--- config.mk ---
export PLATFORM = sky130hd
export DESIGN_NAME = serial_sub
export DESIGN_NICKNAME = d
export VERILOG_FILES = /design/src/rtl/serial_sub_pkg.sv /design/src/rtl/full_sub.sv /design/src/rtl/serial_sub.sv
export SDC_FILE = /design/constraint.sdc
export NUM_CORES = 1
export LEC_CHECK = 0
export BUFFER_PORTS_ARGS = -buffer_cell sky130_fd_sc_hd__buf_2
export CORE_ASPECT_RATIO = 0.75
export CORE_MARGIN = 3
export CORE_UTILIZATION = 42
export CTS_CLUSTER_DIAMETER = 80
export CTS_CLUSTER_SIZE = 10
export DETAILED_ROUTE_END_ITERATION = 8
export PLACE_DENSITY = 0.66
export SETUP_SLACK_MARGIN = 0.02
export SYNTH_ARGS = -nofsm -noshare
export SYNTH_HDL_FRONTEND = slang
export SYNTH_HIERARCHICAL = 1
export SYNTH_SLANG_ARGS = --single-unit
export TNS_END_PERCENT = 20
--- constraint.sdc ---
create_clock -name clk -period 1.3 [get_ports clk]
set_input_delay 0.26 -clock clk [delete_from_list [all_inputs] [get_ports clk]]
set_output_delay 0.26 -clock clk [all_outputs]
set_load 0.01 [all_outputs]
--- src/rtl/serial_sub_pkg.sv ---
// Shared types and constants for the bit-serial subtractor.
// The optional overflow flag is controlled by the macro SERIAL_SUB_OVF_EN.
package serial_sub_pkg;

   localparam int unsigned DATA_W = 8;

   typedef enum logic [1:0] {
      IDLE = 2'd0,
      RUN  = 2'd1,
      DONE = 2'd2
   } state_t;

   // Number of bits needed to count 0..n-1 (at least 1).
   function automatic int unsigned clog2(input int unsigned n);
      int unsigned w;
      w = 1;
      while ((32'd1 << w) < n) w = w + 1;
      return w;
   endfunction

endpackage

--- src/rtl/full_sub.sv ---
// Combinational full subtractor: two half subtractors plus an OR on the borrows.
module full_sub (
   input  logic a,
   input  logic b,
   input  logic bin,
   output logic d,
   output logic bout
);

   logic d1;
   logic br1;
   logic br2;

   assign d1   = a ^ b;
   assign br1  = ~a & b;
   assign d    = d1 ^ bin;
   assign br2  = ~d1 & bin;
   assign bout = br1 | br2;

endmodule

--- src/rtl/serial_sub.sv ---
// Bit-serial WIDTH-bit subtractor, Diff = A - B - Bin, one bit per clock LSB first.
// Define SERIAL_SUB_OVF_EN to add the registered signed-overflow output V.
module serial_sub
   import serial_sub_pkg::*;
#(
   parameter int unsigned WIDTH = DATA_W
) (
   input  logic             clk,
   input  logic             rst_n,
   input  logic             start,
   input  logic [WIDTH-1:0] A,
   input  logic [WIDTH-1:0] B,
   input  logic             Bin,
   output logic             busy,
   output logic             done,
   output logic [WIDTH-1:0] Diff,
   output logic             Bout,
   output logic             Zero
`ifdef SERIAL_SUB_OVF_EN
   ,
   output logic             V
`endif
);

   localparam int unsigned CNT_W = clog2(WIDTH);
   localparam logic [CNT_W-1:0] LAST = CNT_W'(WIDTH - 1);

   state_t           state_q;
   state_t           state_d;
   logic [WIDTH-1:0] a_sr;
   logic [WIDTH-1:0] b_sr;
   logic [WIDTH-2:0] res_sr;
   logic [WIDTH-1:0] res_next;
   logic [CNT_W-1:0] cnt;
   logic             br;
   logic             d_bit;
   logic             br_next;
   logic             accept;
   logic             last;

   full_sub u_full_sub (
      .a    (a_sr[0]),
      .b    (b_sr[0]),
      .bin  (br),
      .d    (d_bit),
      .bout (br_next)
   );

   // Partial result grows from the MSB side; after WIDTH shifts it is complete.
   assign res_next = {d_bit, res_sr};
   assign accept   = (state_q == IDLE) && start;
   assign last     = (state_q == RUN) && (cnt == LAST);

   always_ff @(posedge clk or negedge rst_n) begin
      if (!rst_n) state_q <= IDLE;
      else        state_q <= state_d;
   end

   always_comb begin
      state_d = state_q;
      case (state_q)
         IDLE:    if (start) state_d = RUN;
         RUN:     if (cnt == LAST) state_d = DONE;
         DONE:    state_d = IDLE;
         default: state_d = IDLE;
      endcase
   end

   always_ff @(posedge clk or negedge rst_n) begin
      if (!rst_n) begin
         busy <= 1'b0;
         done <= 1'b0;
      end else begin
         busy <= (state_d != IDLE);
         done <= last;
      end
   end

   // Operand shift registers, borrow flop and bit counter.
   always_ff @(posedge clk or negedge rst_n) begin
      if (!rst_n) begin
         a_sr   <= '0;
         b_sr   <= '0;
         res_sr <= '0;
         br     <= 1'b0;
         cnt    <= '0;
      end else if (accept) begin
         a_sr   <= A;
         b_sr   <= B;
         res_sr <= '0;
         br     <= Bin;
         cnt    <= '0;
      end else if (state_q == RUN) begin
         a_sr   <= a_sr >> 1;
         b_sr   <= b_sr >> 1;
         res_sr <= res_next[WIDTH-1:1];
         br     <= br_next;
         cnt    <= cnt + CNT_W'(1);
      end
   end

   always_ff @(posedge clk or negedge rst_n) begin
      if (!rst_n) begin
         Diff <= '0;
         Bout <= 1'b0;
         Zero <= 1'b0;
      end else if (last) begin
         Diff <= res_next;
         Bout <= br_next;
         Zero <= (res_next == WIDTH'(0));
      end
   end

`ifdef SERIAL_SUB_OVF_EN
   logic a_msb;
   logic b_msb;

   always_ff @(posedge clk or negedge rst_n) begin
      if (!rst_n) begin
         a_msb <= 1'b0;
         b_msb <= 1'b0;
         V     <= 1'b0;
      end else begin
         if (accept) begin
            a_msb <= A[WIDTH-1];
            b_msb <= B[WIDTH-1];
         end
         if (last) V <= (a_msb ^ b_msb) & (a_msb ^ res_next[WIDTH-1]);
      end
   end
`endif

endmodule

==> flow_summary.json <==
{
  "power.density_cell_area_nw_per_um2": 2177,
  "cts_tree": "done",
  "number_of_input_and_output_port_buffers_inserted": 31,
  "leakage_nw": 1.157,
  "met2WireLength_mm": 1.893,
  "setup-violations-final": 11,
  "clockRootBuffer": "sky130_fd_sc_hd__clkbuf_8",
  "setup_slack_ns": -0.08760,
  "final.min_clock_period_ns": 1.388,
  "grt_pass1_vias": 1374,
  "grt-ovfl-total": 0,
  "synth_mux_area_frac": 0.07258,
  "max_cap_viol_count": 0,
  "crit_path_max_fanout": 6,
  "clock_insertion_delay_worst_skew_ns": 0.29,
  "final_common_cell": "sky130_fd_sc_hd__dfrtp_1",
  "drt-met1-wl_mm": 1.985,
  "io_pins": 32,
  "layout_common_cells": "41 x sky130_fd_sc_hd__dfrtp_1, 31 x sky130_fd_sc_hd__buf_2, 18 x sky130_fd_sc_hd__a21oi_1, 16 x sky130_fd_sc_hd__o21ai_1, 16 x sky130_fd_sc_hd__buf_4",
  "core-area_sq_um": 4154,
  "vias_per_cell": 5.346,
  "synth-warning-count": 6,
  "finalNonFillerCells": 263,
  "dr.max_layer_used": "met4",
  "grt_max_degree": 21,
  "detailedRoute.firstPassIterationCount": 4,
  "numPlacedInstances": 249,
  "die_y_um": 63.66,
  "yosys.area_share.simple": 0.09341,
  "hold_class": "input port to flip-flop",
  "ys_types": 21,
  "cts_sinks": 41,
  "yosys_register_bits": 41,
  "syn_area_per_cell_sq_um": 11.71,
  "synth_sequential_area_ratio": 0.5511,
  "timing.clock.skew_ns": 0.007809,
  "critical_path_required_ns": 1.48,
  "initial_antenna_violation_count": 0,
  "timing.rr.start": "cnt[0]",
  "clk_pin_slew_ns": 0.08,
  "dpl.hpwl_mm": 2.737,
  "filler_cell_count": 358,
  "failing_checks": "setup timing",
  "htree_levels": 2,
  "multiInputGateArea_sq_um": 807.0,
  "crit_path_end_kind": "flip-flop",
  "post_synth_instance_area_sq_um": 1862,
  "remaining_drc_errors": 0,
  "cts_inserted_buffers": 5,
  "place_worst_setup_slack_ns": -0.4366,
  "detailedRoute.firstIterationViolations": 76,
  "drive_gt1_frac": 0.3702,
  "synth_fa_ha_area_frac": 0.02419,
  "critical_path_class": "flip-flop to flip-flop",
  "grtUsageTotal": 0.1579,
  "routed_wl_mm": 4.141,
  "r2r_setup_slk_ns": -0.09,
  "fp.dieArea_sq_um": 5276,
  "finalWeightedCongestion": 0.8201,
  "final_min_period_over_clock_period": 1.067,
  "grt_first_pass_wirelength_mm": 6.665,
  "dieWidth_um": 82.88,
  "hold_viol_final": 0,
  "finalSetupTns_ns": -0.5165,
  "worstSetupStartpoint": "cnt[0]",
  "finalNetCount": 230,
  "finalPower_mw": 5.134,
  "slew_viol_final": 0,
  "initial_utilization": 0.4482,
  "hold_slack_ns": 0.2363,
  "holdCritStartpoint": "A[5]",
  "avgRoutedWirePerCell_um": 15.75,
  "grt_setup_unrepaired": "yes",
  "timing.critical_path.from_type": "flip-flop",
  "ant_nets": 0,
  "ff_latch_area_sq_um": 1026,
  "placement_rows": 20,
  "met3_length_um": 233,
  "via_count": 1406,
  "ctsLongestPathBuffers": 2,
  "arrival_ns": 1.56,
  "synth_top_family_by_area": "compound AO/OA/AOI/OAI gates",
  "timing.max_slew.rel_slack": 0.7363,
  "antenna_cells_inserted": 0,
  "achievable-frequency_mhz": 720.7,
  "synthToLayoutAreaGrowth_pct": 26.68,
  "outcome": "complete, but fails checks",
  "post_synthesis_cell_count": 159,
  "postSynthNetCount": 182,
  "synth_xor_xnor_area_share": 0,
  "tightestPinTransition_ns": 0.3956,
  "share_of_the_synthesized_area_in_compound_gates_ao_oa_aoi_oai": 0.2036,
  "peakVddDrop_v": 0.001117
}
path summary, 6_finish.rpt:
check / endpoint / cells after the start
worst min-delay path: a_sr[5] / 3
min in group asynchronous: b_sr[0] / 2
worst max register to register: Diff[7] / 4
worst min register to register: Zero / 2
max in group asynchronous: a_sr[3] / 3
worst max-delay path: Diff[7] / 4
stage by stage:
step           cell area, sq um  utilization
3_3_place_gp               2153       0.5184
5_1_grt                    2359       0.5678
3_5_place_dp               2153       0.5184
4_1_cts                    2282       0.5494
2_1_floorplan              1877            -
6_report                   2359       0.5678
metal layers:
| layer | vias to the layer above | global-route usage |
|---|---|---|
| met5 | - | 0 |
| met4 | 0 | 0.05510 |
| met3 | 4 | 0.04444 |
| met2 | 40 | 0.2260 |
| met1 | 695 | 0.2280 |
| li1 | 667 | - |
flip-flops by register name, summed over array words and instances, names as in the netlist:
| register | flops |
|---|---|
| a_sr | 8 |
| done | 1 |
| Diff | 8 |
| b_sr | 8 |
| Bout | 1 |
| res_sr | 7 |
| Zero | 1 |
| state_q | 2 |
| br | 1 |
| cnt | 3 |
| busy | 1 |
repair_timing:
| action | in CTS | in global routing |
|---|---|---|
| gates cloned | 0 | 1 |
| hold buffers | 1 | 0 |
| pin swaps | 2 | 3 |
| setup buffers | 1 | 3 |
| setup endpoints to repair | 35 | 36 |
| resized for setup | 7 | 14 |
| endpoints found under the hold margin | 14 | 0 |
cells by family after synthesis:
group | after synthesis
AOI/OAI and AO/OA | 61
adders and majority gates | 3
buffers and inverters | 18
DFF | 41
muxes | 10
and+or+nand+nor | 26
report_power, final:
group / switching (mW) / internal, mW / total (mW) / leakage [nW]
registers: 0.373 / 1.77 / 2.14 / 0.527
clock network: 0.440 / 0.370 / 0.811 / 0.0439
logic: 0.979 / 1.21 / 2.18 / 0.586
total: 1.79 / 3.34 / 5.13 / 1.16
final cells by class:
type	count	share of cell area
clock buffers	5	0.02918
clock inverters	3	0.007427
inverters	6	0.009549
multi-input cells	101	0.3422
flip-flops and latches	41	0.4350
well taps	55	0.02918
repair buffers	52	0.1475
critical path: stages, from the launching register on:
cell and delay, ns:
sky130_fd_sc_hd__dfrtp_1 0.41, sky130_fd_sc_hd__ha_4 0.18, sky130_fd_sc_hd__ha_4 0.18, sky130_fd_sc_hd__nand3b_4 0.15, sky130_fd_sc_hd__mux2_2 0.35
synth_stat cells:
| cell | count | area share |
|---|---|---|
| sky130_fd_sc_hd__a21oi_1 | 18 | 0.048 |
| sky130_fd_sc_hd__a22o_1 | 9 | 0.042 |
| sky130_fd_sc_hd__a22oi_1 | 15 | 0.060 |
| sky130_fd_sc_hd__and2b_1 | 6 | 0.024 |
| sky130_fd_sc_hd__buf_2 | 4 | 0.011 |
| sky130_fd_sc_hd__buf_4 | 2 | 0.0081 |
| sky130_fd_sc_hd__buf_6 | 3 | 0.018 |
| sky130_fd_sc_hd__clkbuf_1 | 3 | 0.0060 |
| sky130_fd_sc_hd__dfrtp_1 | 41 | 0.55 |
| sky130_fd_sc_hd__fa_1 | 1 | 0.011 |
| sky130_fd_sc_hd__ha_1 | 2 | 0.013 |
| sky130_fd_sc_hd__inv_1 | 6 | 0.012 |
| sky130_fd_sc_hd__mux2_2 | 4 | 0.024 |
| sky130_fd_sc_hd__mux2_4 | 6 | 0.048 |
| sky130_fd_sc_hd__nand2_1 | 4 | 0.0081 |
| sky130_fd_sc_hd__nand3b_4 | 1 | 0.011 |
| sky130_fd_sc_hd__nor2b_1 | 13 | 0.044 |
| sky130_fd_sc_hd__nor4_1 | 2 | 0.0067 |
| sky130_fd_sc_hd__o21ai_0 | 8 | 0.022 |
| sky130_fd_sc_hd__o21ai_1 | 10 | 0.027 |
| sky130_fd_sc_hd__o21bai_1 | 1 | 0.0040 |
(Power assumes the default switching activity.)
